## src/rtl/ssd_decoder_if.sv

```systemverilog
// rtl/ssd_decoder_if.sv - display-line inputs and decoded-frame outputs of the seven-segment decoder
interface ssd_decoder_if;
    logic [6:0] i_seg;
    logic       i_seg_sel;
    logic [7:0] o_data;
    logic       o_valid;
    logic       o_error;
    logic       o_timeout;

    modport master (
        output i_seg,
        output i_seg_sel,
        input  o_data,
        input  o_valid,
        input  o_error,
        input  o_timeout
    );

    modport slave (
        input  i_seg,
        input  i_seg_sel,
        output o_data,
        output o_valid,
        output o_error,
        output o_timeout
    );
endinterface

```

## src/rtl/ssd_decoder.sv

```systemverilog
// rtl/ssd_decoder.sv - samples a 2-digit multiplexed seven-segment display and rebuilds the byte
module ssd_decoder #(
    parameter int STABLE_CYCLES   = 1024,
    parameter int TIMEOUT_CYCLES  = 2**22,
    parameter bit SEG_ACTIVE_HIGH = 1'b1,
    parameter bit SEL_LOW_IS_LSD  = 1'b1
) (
    input  logic         i_clock,
    input  logic         i_reset_n,
    ssd_decoder_if.slave bus
);
    localparam int SW = $clog2(STABLE_CYCLES + 1);
    localparam int TW = $clog2(TIMEOUT_CYCLES);
    localparam logic [SW-1:0] STB_LAST = SW'(STABLE_CYCLES - 1);
    localparam logic [SW-1:0] STB_SAT  = SW'(STABLE_CYCLES);
    localparam logic [TW-1:0] TMO_LAST = TW'(TIMEOUT_CYCLES - 1);
    localparam logic [6:0]    SEG_INV  = SEG_ACTIVE_HIGH ? 7'h00 : 7'h7F;

    typedef enum logic [1:0] {
        IDLE    = 2'd0,
        GOT_ONE = 2'd1,
        EMIT    = 2'd2
    } state_t;

    logic [7:0]    meta_vec;
    logic [7:0]    sync_vec;
    logic [7:0]    prev_vec;
    logic [SW-1:0] stable_cnt;
    logic          strobe;
    logic          stable_sel;
    logic [6:0]    stable_seg;
    logic [3:0]    dec_nibble;
    logic          dec_error;
    state_t        state;
    logic          held_sel;
    logic [3:0]    held_nibble;
    logic          held_error;
    logic [TW-1:0] tmo_cnt;

    // Two-flop synchronizer on {sel, segments}; raw polarity is kept so change detection is polarity-neutral
    always_ff @(posedge i_clock or negedge i_reset_n) begin
        if (!i_reset_n) begin
            meta_vec <= '0;
            sync_vec <= '0;
        end else begin
            meta_vec <= {bus.i_seg_sel, bus.i_seg};
            sync_vec <= meta_vec;
        end
    end

    // Count cycles the synchronized vector has stayed put; saturating one past the strobe point gives a single strobe
    always_ff @(posedge i_clock or negedge i_reset_n) begin
        if (!i_reset_n) begin
            prev_vec   <= '0;
            stable_cnt <= '0;
        end else begin
            prev_vec <= sync_vec;
            if (sync_vec != prev_vec) begin
                stable_cnt <= '0;
            end else if (stable_cnt != STB_SAT) begin
                stable_cnt <= stable_cnt + 1'b1;
            end
        end
    end

    // prev_vec holds the value that was stable throughout the counted run, so it is the one decoded
    assign strobe     = (stable_cnt == STB_LAST);
    assign stable_sel = prev_vec[7];
    assign stable_seg = prev_vec[6:0] ^ SEG_INV;

    // Segment pattern (gfedcba) to hex nibble; blanks and unknown shapes flag an error
    always_comb begin
        dec_nibble = 4'h0;
        dec_error  = 1'b0;
        case (stable_seg)
            7'h3F: dec_nibble = 4'h0;
            7'h06: dec_nibble = 4'h1;
            7'h5B: dec_nibble = 4'h2;
            7'h4F: dec_nibble = 4'h3;
            7'h66: dec_nibble = 4'h4;
            7'h6D: dec_nibble = 4'h5;
            7'h7D: dec_nibble = 4'h6;
            7'h07: dec_nibble = 4'h7;
            7'h7F: dec_nibble = 4'h8;
            7'h6F: dec_nibble = 4'h9;
            7'h77: dec_nibble = 4'hA;
            7'h7C: dec_nibble = 4'hB;
            7'h39: dec_nibble = 4'hC;
            7'h5E: dec_nibble = 4'hD;
            7'h79: dec_nibble = 4'hE;
            7'h71: dec_nibble = 4'hF;
            default: dec_error = 1'b1;
        endcase
    end

    // Frame assembly: hold one digit until a digit with the other select arrives, then emit both for one cycle
    always_ff @(posedge i_clock or negedge i_reset_n) begin
        if (!i_reset_n) begin
            state       <= IDLE;
            held_sel    <= 1'b0;
            held_nibble <= 4'h0;
            held_error  <= 1'b0;
            bus.o_data  <= 8'h00;
            bus.o_valid <= 1'b0;
            bus.o_error <= 1'b0;
        end else begin
            case (state)
                IDLE: begin
                    bus.o_valid <= 1'b0;
                    if (strobe) begin
                        held_sel    <= stable_sel;
                        held_nibble <= dec_nibble;
                        held_error  <= dec_error;
                        state       <= GOT_ONE;
                    end
                end
                GOT_ONE: begin
                    bus.o_valid <= 1'b0;
                    if (strobe) begin
                        if (stable_sel == held_sel) begin
                            held_nibble <= dec_nibble;
                            held_error  <= dec_error;
                        end else begin
                            if (stable_sel == SEL_LOW_IS_LSD) begin
                                bus.o_data <= {dec_nibble, held_nibble};
                            end else begin
                                bus.o_data <= {held_nibble, dec_nibble};
                            end
                            bus.o_error <= held_error | dec_error;
                            bus.o_valid <= 1'b1;
                            state       <= EMIT;
                        end
                    end
                end
                EMIT: begin
                    bus.o_valid <= 1'b0;
                    state       <= IDLE;
                end
                default: begin
                    bus.o_valid <= 1'b0;
                    state       <= IDLE;
                end
            endcase
        end
    end

    // Cycles since the last emitted frame, saturating at the timeout threshold
    always_ff @(posedge i_clock or negedge i_reset_n) begin
        if (!i_reset_n) begin
            tmo_cnt <= '0;
        end else if (state == EMIT) begin
            tmo_cnt <= '0;
        end else if (tmo_cnt != TMO_LAST) begin
            tmo_cnt <= tmo_cnt + 1'b1;
        end
    end

    assign bus.o_timeout = (tmo_cnt == TMO_LAST);
endmodule
```

## src/flat_wrapper.sv

```systemverilog
// flat-port wrapper written by rule: the top's interface ports become plain ports
module ssd_decoder_flat 
#(
    parameter int STABLE_CYCLES   = 1024,
    parameter int TIMEOUT_CYCLES  = 2**22,
    parameter bit SEG_ACTIVE_HIGH = 1'b1,
    parameter bit SEL_LOW_IS_LSD  = 1'b1
)
  (i_clock, i_reset_n, bus_i_seg, bus_i_seg_sel, bus_o_data, bus_o_valid, bus_o_error, bus_o_timeout);
  ssd_decoder_if bus_i ();
  input  logic i_clock;
  input  logic i_reset_n;
  input wire logic [$bits(bus_i.i_seg)-1:0] bus_i_seg;
  input wire logic [$bits(bus_i.i_seg_sel)-1:0] bus_i_seg_sel;
  output wire logic [$bits(bus_i.o_data)-1:0] bus_o_data;
  output wire logic [$bits(bus_i.o_valid)-1:0] bus_o_valid;
  output wire logic [$bits(bus_i.o_error)-1:0] bus_o_error;
  output wire logic [$bits(bus_i.o_timeout)-1:0] bus_o_timeout;
  assign bus_i.i_seg = bus_i_seg;
  assign bus_i.i_seg_sel = bus_i_seg_sel;
  assign bus_o_data = bus_i.o_data;
  assign bus_o_valid = bus_i.o_valid;
  assign bus_o_error = bus_i.o_error;
  assign bus_o_timeout = bus_i.o_timeout;
  ssd_decoder #(.STABLE_CYCLES(STABLE_CYCLES), .TIMEOUT_CYCLES(TIMEOUT_CYCLES), .SEG_ACTIVE_HIGH(SEG_ACTIVE_HIGH), .SEL_LOW_IS_LSD(SEL_LOW_IS_LSD)) u_core (.i_clock(i_clock), .i_reset_n(i_reset_n), .bus(bus_i));
endmodule
```

## config.mk

```make
export PLATFORM = sky130hd
export DESIGN_NAME = ssd_decoder_flat
export DESIGN_NICKNAME = d
export VERILOG_FILES = /design/src/rtl/ssd_decoder_if.sv /design/src/rtl/ssd_decoder.sv /design/src/flat_wrapper.sv
export SDC_FILE = /design/constraint.sdc
export NUM_CORES = 1
export LEC_CHECK = 0
export BUFFER_PORTS_ARGS = -buffer_cell sky130_fd_sc_hd__buf_2
export CAP_MARGIN = 20
export CORE_MARGIN = 4
export CORE_UTILIZATION = 44
export CTS_CLUSTER_DIAMETER = 60
export DETAILED_ROUTE_END_ITERATION = 12
export GPL_TIMING_DRIVEN = 0
export PLACE_DENSITY_LB_ADDON = 0.15
export REMOVE_ABC_BUFFERS = 1
export SYNTH_ARGS = -nofsm -noshare
export SYNTH_HDL_FRONTEND = slang
export SYNTH_SLANG_ARGS = --single-unit
```

## constraint.sdc

```tcl
create_clock -name i_clock -period 2 [get_ports i_clock]
set_input_delay 0.2 -clock i_clock [delete_from_list [all_inputs] [get_ports i_clock]]
set_output_delay 0.2 -clock i_clock [all_outputs]
set_load 0.05 [all_outputs]
```

# After elaboration in Yosys (flattened, before gate mapping)
# Index checks and enable logic that the tools add are counted.
[totals] regBits=75 in_bits=10 output_inout_bits=11 elab_cells=75
[op_classes] n_addsub=2 eq_ne=28 n_mux=22 bitwise_logic=2 reduce_logical=9
[ops] operator="7-bit == test, second input constant" n=12
[ops] operator="4-bit case mux with 15 select lines" n=1
[ops] operator="22-bit two-way mux" n=2
[ops] operator="22-bit by 1-bit adder with 22-bit output, second input constant" n=1
[ops] operator="22-bit == test, second input constant" n=1
[ops] operator="11-bit two-way mux" n=2
[ops] operator="22-bit != test, second input constant" n=1
[ops] operator="16-bit OR reduction" n=1
[ops] operator="7-bit by 3-bit == test with 1-bit output, second input constant" n=2
[ops] operator="7-bit by 6-bit == test with 1-bit output, second input constant" n=2
[ops] operator="4-bit two-way mux" n=3
[ops] operator="11-bit by 1-bit adder with 11-bit output, second input constant" n=1
[ops] operator="11-bit by 10-bit == test with 1-bit output, second input constant" n=1
[ops] operator="11-bit != test, second input constant" n=1
[ops] operator="8-bit two-way mux" n=1
[ops] operator="8-bit != test" n=1
[ops] operator="4-bit case mux with 2 select lines" n=1
[ops] operator="1-bit two-way mux" n=7
[ops] operator="2-bit two-way mux" n=3
[ops] operator="2-bit by 1-bit != test with 1-bit output, second input constant" n=3
[ops] operator="3-bit AND reduction" n=2
[ops] operator="2-bit nonzero test" n=3
[ops] operator="2-bit case mux with 2 select lines" n=1
[ops] operator="4-bit AND reduction" n=1
[ops] operator="other kinds (9)" n=9

# Depth between registers and ports, before layout
# Gate-level depths: netlist (run 1).
[logic_depth] word_depth=6 depth_mapped=8 depth_no_buf=7

# Worst setup path before layout (run 1)
# OpenSTA, ideal clock, no wires.
[synth_path] path_kind="register to register" startpoint="register u_core.tmo_cnt[2]" endpoint="register u_core.tmo_cnt[0]" t_arrival_ns=2.048 slack_ns=-0.180 path_stages_with_launch=7 n_path_buf=1 path_cell_list="dfrtp_1 and4_1 nand4_1 clkbuf_1 nor2_1 xor2_1 nor2_1"
[synth_between] elab_chain_cells=2
[synth_lines] item="start: declaration" line_no="ssd_decoder.sv:38" rtl="logic [TW-1:0] tmo_cnt;"
[synth_lines] item="start signal: assignment" line_no="ssd_decoder.sv:154" rtl="tmo_cnt <= tmo_cnt + 1'b1;"
[synth_lines] item="22-bit != test" line_no="ssd_decoder.sv:153" rtl="end else if (tmo_cnt != TMO_LAST) begin"
[synth_lines] item="2-bit nonzero test (no line)"
# Every way passes these cells.
# A chain may end at the register's enable or synchronous reset.

# Worst setup path after layout (run 1)
[layout_path] startpoint="register u_core.stable_cnt[0]" endpoint="register u_core.bus.o_data[2]"
[layout_between] elab_chain_cells=2
[layout_lines] item="start: declaration" line_no="ssd_decoder.sv:28" rtl="logic [SW-1:0] stable_cnt;"
[layout_lines] item="start signal: assignment" line_no="ssd_decoder.sv:61" rtl="stable_cnt <= stable_cnt + 1'b1;"
[layout_lines] item="11-bit by 10-bit == test with 1-bit output" line_no="ssd_decoder.sv:67" rtl="assign strobe = (stable_cnt == STB_LAST);"
[layout_lines] item="3-bit AND reduction (no line)"
[layout_lines] item="end signal: assignment" line_no="ssd_decoder.sv:125" rtl="bus.o_data <= {dec_nibble, held_nibble};"
[layout_lines] item="end signal: assignment" line_no="ssd_decoder.sv:127" rtl="bus.o_data <= {held_nibble, dec_nibble};"
[layout_lines] item="end: declaration" line_no="ssd_decoder_if.sv:22" rtl="output o_data,"
# Every way passes these cells.

==> flow_metrics.env, run 1 <==
export IMPL_synth_edf_count=0
export IMPL_worst_slack_ns=0.0728
export IMPL_worstSetupEndpointType="flip-flop"
export IMPL_p_sw_mw=0.703
export IMPL_critPathMaxFanout=6
export IMPL_cts_root_buf="clkbuf_8"
export IMPL_post_place_ws_ns=-0.169
export IMPL_grt_use_total=0.149
export IMPL_r2r_start="u_core.stable_cnt[0]$_DFFE_PN0P_"
export IMPL_crit_chain="ha_1 -> and3_4 -> nand3_4 -> or4b_4 -> buf_12 -> a22o_1"
export IMPL_synth_cell_types=57
export IMPL_drt_met1_wl_um=3110
export IMPL_fin_crit_sh=0.964
export IMPL_drt_total_wl_um=6450
export IMPL_wl_per_cell_um=13.5
export IMPL_drcViolationCount=0
export IMPL_r2r_end="u_core.bus.o_data[2]$_DFFE_PN0P_"
export IMPL_dr_wl_met3_um=265
export IMPL_seqPwrFrac=0.570
export IMPL_slowest_delay_ns=0.60
export IMPL_power_share_clock=0.387
export IMPL_ys_seq_area_frac=0.533
export IMPL_antenna_found_initial=0
export IMPL_post_route_min_period_ns=1.93
export IMPL_maxSlewViolCount=0
export IMPL_status="finished clean"
export IMPL_nFillCells=721
export IMPL_clk_latency_ns=0.35
export IMPL_multi_input_area_um2=1560
export IMPL_die_h_um=97.5
export IMPL_setup_viol=0
export IMPL_gp_congestion=0.743
export IMPL_arrival_ns=2.17
export IMPL_ff2ff_path_depth=6
export IMPL_synth_area_um2=3520
export IMPL_numCtsBuffers=9
export IMPL_p_sw_frac=0.254
export IMPL_ys_flop_type="dfrtp_1"
export IMPL_cts_tree="yes"
export IMPL_firstDrtPassIters=4
export IMPL_layout_drive_gt1_share=0.173
export IMPL_critPathBufInv=1
export IMPL_power_density_nw_per_um2=676
export IMPL_seqCellArea_um2=1880
export IMPL_coreArea_um2=7770
export IMPL_htree_levels=3
export IMPL_initial_core_util=0.453
export IMPL_synthToLayoutAreaGrowth_pct=16.1
export IMPL_crit_family="simple AND/OR/NAND/NOR gates"
export IMPL_p_comb_frac=0.042
export IMPL_synth_async_reset_ratio=1.00
export IMPL_hpwl_um=4130
export IMPL_cts_sinks=75
export IMPL_crit_type="reg2reg"
export IMPL_clockBufferDepth=2
export IMPL_slowest_stage="or4b_4"
export IMPL_port_buffers=20
export IMPL_worstSetupStartpointType="flip-flop"
export IMPL_min_path_type="in2async"
export IMPL_ant_nets=0
export IMPL_top_layer="met4"
export IMPL_place_inst=444
export IMPL_leakagePower_nw=1.81
export IMPL_num_io_pins=21
export IMPL_clk_pin_slew_ns=0.08
export IMPL_grt_max_degree=65
export IMPL_n_antenna_cell=0
export IMPL_max_slew_worst_pin_slew_ns=0.882
export IMPL_syn_inst=340
export IMPL_maxSlewHeadroom=0.409
export IMPL_cap_violations=0
export IMPL_drtIter0Drc=114
export IMPL_syn_avg_cell_area_um2=10.4
export IMPL_ys_ff_latch=75
export IMPL_grt_first_pass_wirelength_um=11500
export IMPL_num_vias=2578
export IMPL_clock_skew_ns=0.0137
export IMPL_routed_via_density=5.39
export IMPL_dr_wl_met2_um=2950
export IMPL_final_cell_area_um2=4090
export IMPL_fmax_mhz=519
export IMPL_fp_row_count=32
export IMPL_chipWidth_um=97.5
export IMPL_grt_ovfl_total=0
export IMPL_rsz0062_at_grt="true"
export IMPL_dieArea_um2=9500
export IMPL_fin_cells=478
export IMPL_synth_warnings=0
export IMPL_hold_viol=0
export IMPL_place_area_um2=3680
export IMPL_num_nets_final=384
export IMPL_ir_drop_uv=540
export IMPL_intPower_mw=2.06
export IMPL_grt_pass1_vias=2462
export IMPL_r2r_slack_ns=0.07
export IMPL_cp_required_ns=2.24
==> per-stage QoR <==
step	utilization	total power [mW]	hold slack [ns]	TNS (ns)
after CTS	0.520	2.82	0.214	0
after detailed placement	0.474	1.70	0.0583	-0.766
final	0.526	2.76	0.230	0
after global routing	0.526	2.91	0.241	-0.0244
after global placement	0.470	1.69	0.308	-0.710
after floorplan	-	1.64	-0.0956	-0.490
==> Yosys cell counts, types with 3 or more instances <==
master | n | share of area
nand2_1 | 22 | 0.023
nor3b_1 | 3 | 0.0064
a211oi_1 | 3 | 0.0064
nand4_1 | 8 | 0.014
nor2_1 | 50 | 0.053
o21ai_1 | 3 | 0.0043
a21oi_1 | 8 | 0.011
ha_1 | 3 | 0.011
nand3_1 | 11 | 0.016
inv_1 | 8 | 0.0085
nor4_1 | 8 | 0.014
nand2b_1 | 4 | 0.0071
nand3b_1 | 4 | 0.0085
mux2i_1 | 4 | 0.011
dfrtp_1 | 75 | 0.53
buf_2 | 4 | 0.0057
o21ai_0 | 10 | 0.014
and4_1 | 3 | 0.0075
and3_1 | 8 | 0.014
o211ai_1 | 8 | 0.017
clkbuf_1 | 11 | 0.012
xor2_1 | 29 | 0.072
xnor2_1 | 6 | 0.015
o2111ai_1 | 4 | 0.0099
nor3_1 | 4 | 0.0057
==> metal layers <==
layer,vias up,track usage
met5,-,0
met3,11,0.0395
met4,0,0.0607
li1,1266,-
met2,40,0.227
met1,1261,0.202
==> flip-flops by register name, summed over array words and instances, names as in the netlist <==
| register | cells |
|---|---|
| u_core.bus.o_error | 1 |
| u_core.stable_cnt | 11 |
| u_core.meta_vec | 8 |
| u_core.state | 2 |
| u_core.held_nibble | 4 |
| u_core.held_error | 1 |
| u_core.prev_vec | 8 |
| u_core.tmo_cnt | 22 |
| u_core.bus.o_valid | 1 |
| u_core.bus.o_data | 8 |
| u_core.held_sel | 1 |
| u_core.sync_vec | 8 |
==> layout make-up <==
type,instances,area share
clock buffers,9,0.0303
clock inverters,7,0.0141
inverters,9,0.00826
multi-input cells,237,0.380
flip-flops and latches,75,0.461
well taps,102,0.0312
repair buffers,39,0.0750
==> cell usage in the layout (no fill, tap or decap), types with 5 or more instances in the layout <==
| cell | n |
|---|---|
| dfrtp_1 | 70 |
| nor2_1 | 49 |
| xor2_1 | 29 |
| nand2_1 | 22 |
| buf_2 | 18 |
| nand3_1 | 11 |
| o21ai_0 | 10 |
| clkbuf_8 | 9 |
| dlygate4sd3_1 | 9 |
| buf_4 | 9 |
| inv_1 | 8 |
| nand4_1 | 8 |
| nor4_1 | 8 |
| a21oi_1 | 8 |
| o211ai_1 | 8 |
| and3_1 | 7 |
| xnor2_1 | 6 |
| dfrtp_2 | 5 |
==> worst register-to-register path: cells and delay by family, from the launching register on <==
family                     cells  cell delay (ns)
and+or+nand+nor                3             0.92
DFF                            1             0.36
AOI/OAI and AO/OA              1             0.21
adders and majority gates      1             0.17
buffers and inverters          1             0.16
==> cells by family (layout without fill, tap and decap cells) <==
logic type	after synthesis	count (layout)	share of synthesized area
AOI/OAI and AO/OA	55	55	0.107
DFF	75	75	0.533
xor gates and xnor gates	35	35	0.0870
muxes	6	6	0.0178
and+or+nand+nor	138	138	0.207
buffers and inverters	28	64	0.0380
adders and majority gates	3	3	0.0107
==> how the worst max path moves through the flow <==
stage | startpoint | to | depth (start not counted) | slack, ns
global placement | u_core.prev_vec[4]$_DFF_PN0_ | u_core.bus.o_data[6]$_DFFE_PN0P_ | 5 | -0.18
CTS | u_core.tmo_cnt[6]$_DFFE_PN0P_ | bus_o_timeout | 4 | 0.002
global route | u_core.stable_cnt[0]$_DFFE_PN0P_ | u_core.bus.o_data[2]$_DFFE_PN0P_ | 7 | -0.02
finish | u_core.stable_cnt[0]$_DFFE_PN0P_ | u_core.bus.o_data[2]$_DFFE_PN0P_ | 6 | 0.07
floorplan | u_core.tmo_cnt[2]$_DFFE_PN0P_ | u_core.tmo_cnt[0]$_DFFE_PN0P_ | 5 | -0.25
detailed placement | u_core.prev_vec[4]$_DFF_PN0_ | u_core.bus.o_data[6]$_DFFE_PN0P_ | 5 | -0.17
==> timing repair <==
action	CTS	global route
hold endpoints to repair	83	0
pin swaps	3	1
buffers inserted	7	2
gates resized for setup	5	12
setup endpoints to repair	17	8
hold buffers	9	0
==> power groups by stage <==
| stage | logic, mW | clock network (mW) | registers [mW] |
|---|---|---|---|
| final | 0.117 | 1.07 | 1.57 |
| after global routing | 0.134 | 1.20 | 1.58 |
| after CTS | 0.114 | 1.13 | 1.58 |
| after detailed placement | 0.0987 | 0 | 1.61 |
| after global placement | 0.0893 | 0 | 1.60 |
| after floorplan | 0.0450 | 0 | 1.60 |
Power figures use the tool's default switching activity.
==> run 2, diff against run 1 <==
- CORE_UTILIZATION: 44 -> 45
==> run 2 against run 1 <==
- die area decreased by 2.0%
- clock skew decreased by 0.00067 ns
- core utilization increased by 2.5 points
- critical path type unchanged
- first-iteration DRC count decreased by 55%
- largest cell class unchanged
- non-clock buffer count unchanged
- largest power group unchanged
- highest routed layer unchanged
==> flow_metrics.env, run 2 (same netlist as run 1, synthesis figures left out) <==
export IMPL_num_nets_final=385
export IMPL_hpwl_um=4070
export IMPL_grt_first_pass_wirelength_um=11300
export IMPL_coreArea_um2=7450
export IMPL_timing_critical_path_from="u_core.stable_cnt[0]$_DFFE_PN0P_"
export IMPL_drt_total_wl_um=6450
export IMPL_clk_pin_slew_ns=0.09
export IMPL_fp_row_count=31
export IMPL_r2r_end="u_core.bus.o_data[1]$_DFFE_PN0P_"
export IMPL_worstSetupEndpointType="flip-flop"
export IMPL_dr_wl_met3_um=249
export IMPL_chipWidth_um=96.5
export IMPL_gp_congestion=0.782
export IMPL_layout_drive_gt1_share=0.188
export IMPL_regMostFlops="u_core.tmo_cnt"
export IMPL_worstSetupStartpointType="flip-flop"
export IMPL_setup_viol=0
export IMPL_largest_reg_flops=22
export IMPL_fin_crit_sh=0.947
export IMPL_clk_latency_ns=0.36
export IMPL_utilization=0.552
export IMPL_htree_levels=3
export IMPL_routed_via_density=5.31
export IMPL_leakagePower_nw=1.81
export IMPL_cts_tree="yes"
export IMPL_whs_ns=0.270
export IMPL_wl_per_cell_um=13.5
export IMPL_ir_drop_uv=516
export IMPL_clockBufferDepth=2
export IMPL_grt_pass1_vias=2370
export IMPL_dieArea_um2=9310
export IMPL_arrival_ns=2.14
export IMPL_antenna_found_initial=0
export IMPL_initial_core_util=0.473
export IMPL_die_h_um=96.5
export IMPL_power_density_nw_per_um2=704
export IMPL_rsz0062_at_grt="true"
export IMPL_status="finished clean"
export IMPL_place_area_um2=3680
export IMPL_final_common_cell="dfrtp_1"
export IMPL_top_layer="met4"
export IMPL_drcViolationCount=0
export IMPL_cp_required_ns=2.24
export IMPL_hold_viol=0
export IMPL_clock_skew_ns=0.0131
export IMPL_ff2ff_path_depth=7
export IMPL_max_slew_worst_pin_slew_ns=0.900
export IMPL_firstDrtPassIters=4
export IMPL_dr_wl_met2_um=2820
export IMPL_num_vias=2527
export IMPL_critPathMaxFanout=7
export IMPL_r2r_slack_ns=0.11
export IMPL_grt_use_total=0.157
export IMPL_cts_root_buf="clkbuf_8"
export IMPL_worstSetupEndpoint="u_core.bus.o_data[1]$_DFFE_PN0P_"
export IMPL_fmax_mhz=528
export IMPL_final_cell_area_um2=4110
export IMPL_maxSlewHeadroom=0.397
export IMPL_synthToLayoutAreaGrowth_pct=16.7
export IMPL_drt_met1_wl_um=3260
export IMPL_grt_max_degree=56
export IMPL_n_antenna_cell=0
export IMPL_num_io_pins=21
export IMPL_numCtsBuffers=9
export IMPL_min_path_type="in2async"
export IMPL_cts_sinks=75
export IMPL_port_buffers=20
export IMPL_drtIter0Drc=51
export IMPL_post_route_min_period_ns=1.89
export IMPL_cap_violations=0
export IMPL_ant_nets=0
export IMPL_layout_common_cells="68 x dfrtp_1, 49 x nor2_1, 29 x xor2_1, 21 x nand2_1, 18 x buf_2"
export IMPL_crit_type="reg2reg"
export IMPL_maxSlewViolCount=0
export IMPL_place_inst=441
export IMPL_fin_cells=476
export IMPL_grt_ovfl_total=0
export IMPL_r2r_start="u_core.stable_cnt[0]$_DFFE_PN0P_"
export IMPL_nFillCells=676
export IMPL_reg_top3="u_core.tmo_cnt x22, u_core.stable_cnt x11"
[run 2: critical path, stage by stage (launching register included)]
cell,delay [ns]
dfrtp_2,0.41
ha_1,0.17
and3_4,0.21
nand3_4,0.12
or4b_4,0.57
buf_4,0.18
nand2_1,0.06
o21ai_1,0.06
[run 2: worst min-delay path by stage]
stage	start	slack, ns	end
floorplan	i_reset_n	-0.1	u_core.bus.o_data[0]$_DFFE_PN0P_
global placement	bus_i_seg_sel	0.31	u_core.meta_vec[7]$_DFF_PN0_
detailed placement	i_reset_n	0.11	u_core.bus.o_data[0]$_DFFE_PN0P_
CTS	i_reset_n	0.26	u_core.tmo_cnt[5]$_DFFE_PN0P_
global route	i_reset_n	0.30	u_core.tmo_cnt[4]$_DFFE_PN0P_
finish	i_reset_n	0.27	u_core.bus.o_data[0]$_DFFE_PN0P_
[run 2: report_power, final]
group | total (mW) | switching, mW | internal [mW]
sequential | 1.58 | 0.0375 | 1.54
combinational | 0.111 | 0.0587 | 0.0521
clock | 1.20 | 0.610 | 0.595
[run 2: metrics by stage]
step           power, mW  setup WS (ns)  setup TNS [ns]
2_1_floorplan       1.64         -0.251          -0.490
6_report            2.89          0.106               0
3_5_place_dp        1.70         -0.124          -0.673
3_3_place_gp        1.69         -0.135          -0.482
4_1_cts             2.96         0.0101               0
5_1_grt             3.04        -0.0130         -0.0200
[run 2: metal layers]
layer,up-vias,global-route usage
li1,1268,-
met1,1204,0.214
met2,44,0.236
met3,11,0.0418
met4,0,0.0666
met5,-,0
[run 2: layout make-up]
type                       instances  area [um2]  area share
clock buffer                       9         124      0.0301
clock inverter                     7        82.6      0.0201
inverter                           9        36.3     0.00883
multi-input combinational        238        1570       0.381
sequential                        75        1890       0.459
tap                               99         124      0.0301
timing repair buffer              39         290      0.0706
[run 2: what timing repair did]
item	4_1_cts	5_1_grt
setup buffers	4	5
hold buffers	9	0
cloned	0	1
pin swaps	3	2
endpoints found under the hold margin	28	0
setup endpoints to repair	16	14
gates resized for setup	5	15
==> run 3, diff against run 2 <==
- ABC_AREA: not set -> 1
- clock period: 2 -> 2.1 ns (I/O delays scaled with it)
==> run 3 against run 2 <==
- critical path depth is 3 higher
- synthesized cell count is 44% higher
- core utilization is 1.3 points lower
- routed wire length is 15% higher
- via count is 24% higher
- flip-flop and latch count stayed put
- non-clock buffer count is 4 lower
- die area is 7.7% higher
- clock skew is 0.0054 ns lower
- final cell count is 35% higher
- highest routed layer unchanged
==> flow_metrics.env, run 3 <==
export IMPL_status="finished clean"
export IMPL_routed_via_density=4.89
export IMPL_final_common_cell="nand2_1"
export IMPL_gp_congestion=0.918
export IMPL_ys_ff_latch=75
export IMPL_multi_input_area_um2=1720
export IMPL_coreArea_um2=8220
export IMPL_num_vias=3137
export IMPL_ys_seq_area_frac=0.491
export IMPL_largest_reg_flops=22
export IMPL_synth_cell_types=35
export IMPL_grt_first_pass_wirelength_um=12900
export IMPL_p_comb_frac=0.039
export IMPL_layout_common_cells="151 x nand2_1, 75 x dfrtp_1, 66 x nor2_1, 45 x inv_1, 30 x nand3_1"
export IMPL_p_sw_mw=0.662
export IMPL_numCtsBuffers=9
export IMPL_ant_nets=0
export IMPL_cp_required_ns=1.89
export IMPL_final_cell_area_um2=4430
export IMPL_synth_async_reset_ratio=1.00
export IMPL_post_route_min_period_ns=1.96
export IMPL_netlist_top_cells_area="dfrtp_1 49%, nand2_1 15%, nor2_1 6.5%, inv_1 4.4%, nand3_1 3.9%"
export IMPL_synth_area_um2=3820
export IMPL_reg_top3="u_core.tmo_cnt x22, u_core.stable_cnt x11"
export IMPL_drt_total_wl_um=7400
export IMPL_cts_root_buf="clkbuf_8"
export IMPL_path_common_cell="nand2_2"
export IMPL_cts_sinks=75
export IMPL_setup_viol=0
export IMPL_ff2ff_path_depth=8
export IMPL_maxSlewViolCount=0
export IMPL_antenna_found_initial=0
export IMPL_synth_top_area_frac=0.491
export IMPL_drcViolationCount=0
export IMPL_r2r_start="u_core.tmo_cnt[0]$_DFFE_PN0P_"
export IMPL_synth_most_common_cell="nand2_1"
export IMPL_max_slew_worst_pin_slew_ns=0.452
export IMPL_layout_drive_gt1_share=0.175
export IMPL_nFillCells=786
export IMPL_synth_common_cells="152 x nand2_1, 75 x dfrtp_1, 66 x nor2_1"
export IMPL_leakagePower_nw=2.25
export IMPL_power_share_clock=0.439
export IMPL_worstSetupEndpointType="output port"
export IMPL_drtIter0Drc=95
export IMPL_clockBufferDepth=2
export IMPL_synth_warnings=0
export IMPL_r2r_slack_ns=0.29
export IMPL_initial_core_util=0.465
export IMPL_num_nets_final=545
export IMPL_whs_ns=0.320
export IMPL_clk_pin_slew_ns=0.08
export IMPL_crit_type="reg2out"
export IMPL_regMostFlops="u_core.tmo_cnt"
export IMPL_clock_skew_ns=0.00763
export IMPL_grt_pass1_vias=2933
export IMPL_n_antenna_cell=0
export IMPL_cts_tree="yes"
export IMPL_worstSetupStartpointType="flip-flop"
export IMPL_maxSlewHeadroom=0.698
export IMPL_fin_crit_sh=0.933
export IMPL_intPower_mw=2.19
export IMPL_synth_largest_area_cell="dfrtp_1"
export IMPL_slowest_stage="dfrtp_1"
export IMPL_slowest_delay_ns=0.40
export IMPL_port_buffers=20
export IMPL_arrival_ns=1.75
export IMPL_utilization=0.539
export IMPL_critPathMaxFanout=5
export IMPL_r2r_end="u_core.tmo_cnt[1]$_DFFE_PN0P_"
export IMPL_power_density_nw_per_um2=643
export IMPL_synth_edf_count=0
export IMPL_cap_violations=0
export IMPL_wl_per_cell_um=11.5
export IMPL_dieArea_um2=10000
export IMPL_fp_row_count=33
export IMPL_die_h_um=100
export IMPL_syn_avg_cell_area_um2=7.78
export IMPL_clk_latency_ns=0.34
export IMPL_place_area_um2=4050
export IMPL_firstDrtPassIters=4
export IMPL_grt_ovfl_total=0
export IMPL_num_io_pins=21
export IMPL_hold_viol=0
export IMPL_grt_use_total=0.159
export IMPL_ir_drop_uv=353
export IMPL_htree_levels=3
export IMPL_synthToLayoutAreaGrowth_pct=16.0
export IMPL_hpwl_um=5330
export IMPL_min_path_type="in2async"
export IMPL_syn_inst=491
export IMPL_fmax_mhz=510
export IMPL_crit_chain="ha_4 -> nand2_1 -> inv_2 -> nand3_4 -> nor2_4 -> nand2_2 -> nor2_2 -> nand2_2 -> inv_1 -> buf_6"
export IMPL_p_sw_frac=0.232
export IMPL_ys_flop_type="dfrtp_1"
export IMPL_chipWidth_um=100
export IMPL_seqPwrFrac=0.521
export IMPL_seqCellArea_um2=1880
export IMPL_grt_max_degree=50
==> run 3: cell types whose count changed in the layout (fill, tap and decap cells not counted), sizes merged, moves of 5 or more <==
cell,before,now
xor2,29,1
nand3,12,34
o21ai,13,18
inv,12,59
nor3,4,14
nor2,50,79
nor4,8,0
nand2,22,160
or2,0,8
and3,9,1
==> run 3: power by group through the flow <==
stage / combinational (mW) / sequential (mW) / clock (mW)
global route: 0.131 / 1.49 / 1.35
floorplan: 0.0482 / 1.51 / 0
CTS: 0.116 / 1.49 / 1.29
global placement: 0.0935 / 1.51 / 0
finish: 0.112 / 1.49 / 1.25
detailed placement: 0.103 / 1.51 / 0
==> run 3: what timing repair did <==
item	4_1_cts	5_1_grt
endpoints found under the hold margin	34	0
hold buffers	9	0
pin swaps	1	0
setup endpoints to repair	1	1
buffers inserted	2	3
gates resized for setup	4	3
==> run 3: worst max-delay path: cells and delay by family, from the launching register on <==
kind | cells | cell delay, ns
simple gates | 6 | 0.51
fa+ha+maj | 1 | 0.17
flops | 1 | 0.40
buf+inv | 3 | 0.31
==> run 3: logic make-up (layout without fill, tap and decap cells) <==
| logic type | after synthesis | after routing | share of synthesized area |
|---|---|---|---|
| flops | 75 | 75 | 0.491 |
| buf+inv | 63 | 109 | 0.0665 |
| fa+ha+maj | 3 | 3 | 0.00983 |
| simple gates | 311 | 311 | 0.368 |
| compound gates | 36 | 36 | 0.0580 |
| xor+xnor | 3 | 3 | 0.00688 |
==> run 3: stage by stage <==
step | setup TNS [ns] | worst slack, ns | power [mW] | std cells
floorplan | 0 | 0.406 | 1.56 | 486
global placement | 0 | 0.203 | 1.61 | 611
detailed placement | 0 | 0.173 | 1.62 | 612
CTS | 0 | 0.0199 | 2.89 | 639
global route | -0.0183 | -0.0183 | 2.97 | 642
finish | 0 | 0.140 | 2.85 | 642
==> run 3: worst max path at each step <==
stage                                       start                       endpoint  slack [ns]  cells past startpoint
global route        u_core.tmo_cnt[0]$_DFFE_PN0P_                  bus_o_timeout       -0.02                     10
floorplan           u_core.tmo_cnt[0]$_DFFE_PN0P_                  bus_o_timeout        0.41                      9
finish              u_core.tmo_cnt[0]$_DFFE_PN0P_                  bus_o_timeout        0.14                     10
detailed placement  u_core.tmo_cnt[1]$_DFFE_PN0P_  u_core.tmo_cnt[0]$_DFFE_PN0P_        0.17                      8
CTS                 u_core.tmo_cnt[1]$_DFFE_PN0P_                  bus_o_timeout        0.02                     10
global placement    u_core.tmo_cnt[1]$_DFFE_PN0P_  u_core.tmo_cnt[0]$_DFFE_PN0P_        0.20                      8
==> run 3: metal layers <==
metal  global-route usage  routed length [um]
met5                    0                   0
met2                0.257                3330
met1                0.212                3720
met3               0.0389                 252
met4               0.0477                  99
==> run 3: cell type report <==
class / count / share of cell area
clock inverter: 7 / 0.0223
tap: 105 / 0.0297
sequential: 75 / 0.424
multi-input combinational: 353 / 0.388
timing repair buffer: 35 / 0.0596
clock buffer: 9 / 0.0280
inverter: 58 / 0.0492
